$ cat src/rtl/apb_arb_master.sv
// apb_arb_master: round-robin APB master sharing one bus between NREQ requesters; `define APB_TIMEOUT_EN adds an ACCESS-phase watchdog
module apb_arb_master #(
  parameter int DWIDTH      = 8,
  parameter int AWIDTH      = 8,
  parameter int NREQ        = 2,
  parameter int NSLV        = 4,
  parameter int TIMEOUT_CYC = 16
) (
  input  logic                     PCLK,
  input  logic                     PRESET,
  input  logic [NREQ-1:0]          req_valid,
  input  logic [NREQ-1:0]          req_write,
  input  logic [NREQ*AWIDTH-1:0]   req_addr,
  input  logic [NREQ*DWIDTH-1:0]   req_wdata,
  output logic [NREQ-1:0]          req_done,
  output logic [NREQ-1:0]          req_err,
  output logic [DWIDTH-1:0]        req_rdata,
  output logic [NSLV-1:0]          PSEL,
  output logic                     PENABLE,
  output logic                     PWRITE,
  output logic [AWIDTH-1:0]        PADDR,
  output logic [DWIDTH-1:0]        PWDATA,
  input  logic [DWIDTH-1:0]        PRDATA,
  input  logic                     PREADY
);
  localparam int SELBITS = $clog2(NSLV);
  localparam int PW = NREQ > 1 ? $clog2(NREQ) : 1;
  typedef enum logic [1:0] {IDLE, SETUP, ACCESS} state_t;
  state_t state;
  logic [PW-1:0] ptr, g, nxt, idx;
  logic [AWIDTH-1:0] n_addr;
  logic [DWIDTH-1:0] n_data;
  logic n_wr, to;
`ifdef APB_TIMEOUT_EN
  localparam int CW = $clog2(TIMEOUT_CYC + 1);
  logic [CW-1:0] cnt;
  assign to = state == ACCESS && cnt == CW'(TIMEOUT_CYC - 1);
  // count ACCESS cycles; cleared whenever the FSM is not in ACCESS
  always_ff @(posedge PCLK or posedge PRESET)
    if (PRESET) cnt <= '0;
    else cnt <= state == ACCESS ? cnt + 1'b1 : '0;
`else
  assign to = 1'b0;
`endif
  // first valid requester at or after the round-robin pointer
  always_comb begin
    nxt = ptr;
    idx = ptr;
    for (int k = NREQ - 1; k >= 0; k--) begin
      idx = PW'((int'(ptr) + k) % NREQ);
      if (req_valid[idx]) nxt = idx;
    end
  end
  // command fields of the requester about to be granted
  always_comb begin
    n_addr = '0;
    n_data = '0;
    n_wr = 1'b0;
    for (int i = 0; i < NREQ; i++)
      if (nxt == PW'(i)) begin
        n_addr = req_addr[i*AWIDTH +: AWIDTH];
        n_data = req_wdata[i*DWIDTH +: DWIDTH];
        n_wr = req_write[i];
      end
  end
  // IDLE/SETUP/ACCESS sequencer; idle arbitration is skipped while req_done is high
  always_ff @(posedge PCLK or posedge PRESET)
    if (PRESET) begin
      state <= IDLE;
      ptr <= '0;
      g <= '0;
      PSEL <= '0;
      PENABLE <= 1'b0;
      PWRITE <= 1'b0;
      PADDR <= '0;
      PWDATA <= '0;
      req_done <= '0;
      req_err <= '0;
      req_rdata <= '0;
    end else begin
      req_done <= '0;
      req_err <= '0;
      case (state)
        IDLE: if (req_done == '0 && |req_valid) begin
          g <= nxt;
          PADDR <= n_addr;
          PWDATA <= n_data;
          PWRITE <= n_wr;
          PSEL <= NSLV'(1) << n_addr[AWIDTH-1 -: SELBITS];
          state <= SETUP;
        end
        SETUP: begin
          PENABLE <= 1'b1;
          state <= ACCESS;
        end
        ACCESS: if (PREADY || to) begin
          PSEL <= '0;
          PENABLE <= 1'b0;
          req_done[g] <= 1'b1;
          req_err[g] <= !PREADY;
          if (PREADY && !PWRITE) req_rdata <= PRDATA;
          ptr <= int'(g) == NREQ - 1 ? '0 : g + 1'b1;
          state <= IDLE;
        end
        default: state <= IDLE;
      endcase
    end
endmodule

$ cat config.mk
export PLATFORM = sky130hd
export DESIGN_NAME = apb_arb_master
export DESIGN_NICKNAME = d
export VERILOG_FILES = /design/src/rtl/apb_arb_master.sv
export SDC_FILE = /design/constraint.sdc
export NUM_CORES = 1
export LEC_CHECK = 0
export CORE_UTILIZATION = 39
export DETAILED_ROUTE_END_ITERATION = 8
export PLACE_DENSITY = 0.77
export SETUP_SLACK_MARGIN = 0.3
export SKIP_CTS_REPAIR_TIMING = 1
export SKIP_LAST_GASP = 1
export SLEW_MARGIN = 20
export SYNTH_ARGS = -nofsm -noshare
export SYNTH_HDL_FRONTEND = slang
export SYNTH_SLANG_ARGS = --single-unit
$ cat constraint.sdc
create_clock -name PCLK -period 1.8 [get_ports PCLK]
set_clock_uncertainty 0.05 [all_clocks]
set_input_delay 0.27 -clock PCLK [delete_from_list [all_inputs] [get_ports PCLK]]
set_output_delay 0.27 -clock PCLK [all_outputs]
set_load 0.02 [all_outputs]
# Yosys cells after proc, flatten, opt, wreduce, memory -nomap -nowiden
# Cells that the tools add are included.
# classes
addsub	2
order_cmp	4
eq_ne	4
shifts	1
mux	24
bitwise	1
n_reduce_logical	16
# ops
op	n
8-bit two-way mux	2
2-bit two-way mux	6
1-bit two-way mux	10
4-bit two-way mux	2
4-bit one-hot mux with 2 select lines	1
2-bit AND reduction	4
1-bit by 2-bit less-than comparator with 1-bit output, second input constant	3
2-bit one-hot mux with 3 select lines	1
3-bit AND reduction	2
2-bit logical NOT	2
2-bit != test, second input constant	2
2-bit nonzero test	2
1-bit by 2-bit left shift with 4-bit output, first input constant	1
1-bit logical AND	3
1-bit adder, second input constant	2
2-bit AND	1
2-bit by 1-bit equality test with 1-bit output, second input constant	1
2-bit equality test, second input constant	1
1-bit logical NOT	2
1-bit one-hot mux with 2 select lines	1
2-bit OR reduction	1
1-bit demux with 1-bit select	1
1-bit >= comparator, second input constant	1
# totals
register_bits	38
in_bits	47
out_inout_bits	34
wordCells	63

# Logic depth before layout (Yosys ltp)
# depth
ltp_word	9
ltp_mapped	6
ltp_nobuf	4

# Worst setup path before layout
# OpenSTA, ideal clock, no wires.
# synth_timing
kind	reg-to-reg
from	reg state[0]
to	reg req_rdata[0]
setup_time_ns	0.125
arrival_ns	1.348
t_required_ns	1.625
slack_ns	0.277
path_stages_with_launch	4
period_less_slack_ns	1.523
cell_sequence	dfrtp_1 > nand3b_1 > nor2_2 > mux2_2
# synth_via
elab_chain_len	2
# synth_lines
element	line_no	rtl
from (decl)	29	state_t state;
from (signal assigned)	69	state <= IDLE;
from (signal assigned)	90	state <= SETUP;
from (signal assigned)	94	state <= ACCESS;
2-bit equality test	83	case (state)
3-bit AND reduction (no line)	n/a	
to (signal assigned)	79	req_rdata <= '0;
to (signal assigned)	101	if (PREADY && !PWRITE) req_rdata <= PRDATA;
to (decl)	17	output logic [DWIDTH-1:0] req_rdata,
# No other way between the ends.
# A chain may end at the register's enable or synchronous reset.

# Worst setup path in the final report
# layout_timing
from	reg state[0]
to	reg req_rdata[4]
# The elaborated chain is that of the path after synthesis.

==> impl_metrics.toml <==
[die]
die_area_sq_um = 4350
num_io_pins = 81
start_util = 0.420
die_h_um = 65.9
chipWidth_um = 65.9
coreArea_sq_um = 3800
num_rows = 22

[grt]
grt_overflow = 0
grt_pass1_wl_um = 6090
track_usage = 0.194
first_global_vias = 1349
antenna_found_initial = 0
grt_max_degree = 39

[worst_setup_path]
worstPathMaxFanout = 8
startpoint_type = "flip-flop"
crit_family = "simple AND/OR/NAND/NOR gates"
startpoint = "state[0]"
slowest_stage = "dfrtp_2"
cp_cell_sequence = "nand3b_1, nor2_4, mux2_2"
critical_path.max_stage_delay_ns = 0.44
r2r-end = "req_rdata[4]"
reg2reg_from = "state[0]"
r2r_slack_ns = 0.32
crit_arrival_ns = 1.61
critPathBufInv = 0
worst_setup_path_end_kind = "flip-flop"
reg2regPathDepth = 3
path_class = "flip-flop to flip-flop"
cp.required_ns = 1.92

[synthesis]
synth_flop_cell = "dfrtp_1"
syn_area_sq_um = 1590
synthCells = 133
ys_ff_latch = 38
yosys_warnings = 0
seq_area_frac_synth = 0.597
ys_async_sr_fraction = 1.00
synth_area_per_cell_sq_um = 12.0
synth_top_area_cell = "dfrtp_1"
synthDistinctLibCells = 22
synthTopCellsByArea = "dfrtp_1 (60%), mux2i_1 (11%), mux2_2 (7.8%), o21ai_0 (5.0%), nand2_1 (4.0%)"
synth_edf_count = 0
yosysTopAreaCellShare = 0.597

[power]
clock_power_share = 0.142
internal-power_mw = 2.61
combPwrFrac = 0.510
seqPwrFrac = 0.348
swShare = 0.375
switchingPower_mw = 1.56
leakage_nw = 1.59
cellPowerDensity_nw_per_um2 = 1520
peakVddDrop_uv = 702

[detailed_routing]
drt-initial-drc-count = 44
dr.pass1.iters = 4
drc = 0
drt.antenna.violating_nets = 0
avgViaCountPerCell = 4.80
wl_per_cell_um = 14.1
drt_wl_total_um = 3880
vias = 1321

[cells_and_area]
layout.nets = 273
n_antenna_cell = 0
syn_to_final_growth_pct = 71.7
fillerInstances = 273
post-route-util = 0.720
drive_gt1_frac = 0.167

[clocking]
cts_buffers = 5
clock-sinks = 38
clock_path_buffers = 2
cts-root-buf = "clkbuf_8"
cts_tree = "done"
clkLatencyLatePin_ns = 0.29
cts_max_level = 2
clk_pin_slew_ns = 0.07

[timing]
drv_slew = 0
finalSetupViolCount = 0
hold_violations = 0
whs_ns = 0.338
rsz0062_at_grt = "yes"
finalCritPeriodShare = 0.824
min_period_ns = 1.48
setup_slack_ns = 0.317
max_freq_ghz = 0.674

[hold_path]
hold_path_class = "primary input to async pin"

[placed_design]
dp_hpwl_um = 2830
routabilityCongestion = 0.720
io_buffers = 80
pre_cts_slack_ns = -0.0868

[outcome]
status = "finished, final reports clean"

[run]
drv_cap = 0
[how the worst max path moves through the flow]
stage                              end  slack, ns  depth (start not counted)
after floorplan           req_rdata[0]       0.33                          3
after global placement         PSEL[2]      -0.05                          5
after detailed placement       PSEL[0]      -0.09                          5
after CTS                       PWRITE       0.13                          1
after global routing           PSEL[0]       0.22                          4
final                     req_rdata[4]       0.32                          3
[kinds of logic (layout without fill, tap and decap cells)]
group,Yosys count,count (layout),share of synthesized area
compound gates,25,25,0.0926
buf+inv,11,104,0.0330
simple gates,28,28,0.0746
mux,29,29,0.194
flops,38,38,0.597
fa+ha+maj,1,1,0.00706
other cells,1,2,0.00235
[worst reg2reg max path: stages, from the launching register on]
cell,delay [ns]
dfrtp_2,0.44
nand3b_1,0.23
nor2_4,0.27
mux2_2,0.37
[cells in the mapped netlist (2+ instances only)]
master	count
nand3_1	4
o31ai_2	2
nand2_1	17
inv_1	5
nor2_1	4
dfrtp_1	38
o21ai_1	3
o31ai_1	2
o21ai_0	16
mux2i_1	17
clkbuf_1	4
mux2_2	11
[power by group through the flow]
stage	Sequential [mW]	Clock [mW]	Combinational (mW)
after CTS	1.46	0.614	2.14
after global placement	1.44	0	2.08
after global routing	1.50	0.657	2.30
after floorplan	1.85	0	0.728
final	1.45	0.591	2.13
after detailed placement	1.46	0	2.14
[metrics by stage]
stage | std cells | total power, mW | setup TNS, ns | area [sq um]
2_1_floorplan | 134 | 2.58 | 0 | 1600
3_3_place_gp | 265 | 3.53 | -0.214 | 2510
3_5_place_dp | 265 | 3.60 | -0.986 | 2510
4_1_cts | 273 | 4.21 | 0 | 2610
5_1_grt | 275 | 4.46 | 0 | 2740
6_report | 275 | 4.17 | 0 | 2740
[flip-flops by register name, indices dropped and copies added (netlist names), 2 cells and up]
name	cells
PADDR	8
PSEL	4
PWDATA	8
req_done	2
req_err	2
req_rdata	8
state	2
[layer usage]
metal | up-vias | GRT usage | part of all wire
li1 | 641 | - | -
met1 | 615 | 0.202 | 0.38
met2 | 56 | 0.339 | 0.52
met3 | 9 | 0.0828 | 0.070
met4 | 0 | 0.0771 | 0.029
met5 | - | 0 | 0
[layout by cell type, fill, tap and decap left out]
cell type        instances
o21ai_0                 12
inv_1                    5
maj3_2                   1
nand2_1                 17
mux2i_1                 16
clkbuf_1                 1
nor4_2                   1
clkbuf_8                 6
dfrtp_2                  1
mux2i_2                  1
clkinv_2                 1
o21ai_1                  6
conb_1                   2
a21oi_1                  1
clkdlybuf4s50_1         44
nand3b_1                 1
nor2_4                   1
o21ai_2                  1
buf_6                    3
nor2_1                   4
o31ai_2                  2
buf_4                    7
nand3_1                  4
buf_12                   1
dlymetal6s2s_1          36
a21o_1                   1
mux2_2                  10
dfrtp_1                 37
o31ai_1                  2
mux2_4                   2
[final cells by class]
class                   count  area [sq um]  area share
clock inverters             1          5.00     0.00183
clock buffers               7          86.3      0.0316
inverters                   5          18.8     0.00686
multi-input cells          85           617       0.225
repair buffers             91           997       0.364
well taps                  48          60.1      0.0219
flip-flops and latches     38           952       0.348
No activity file was read; power rests on OpenSTA's default activity.
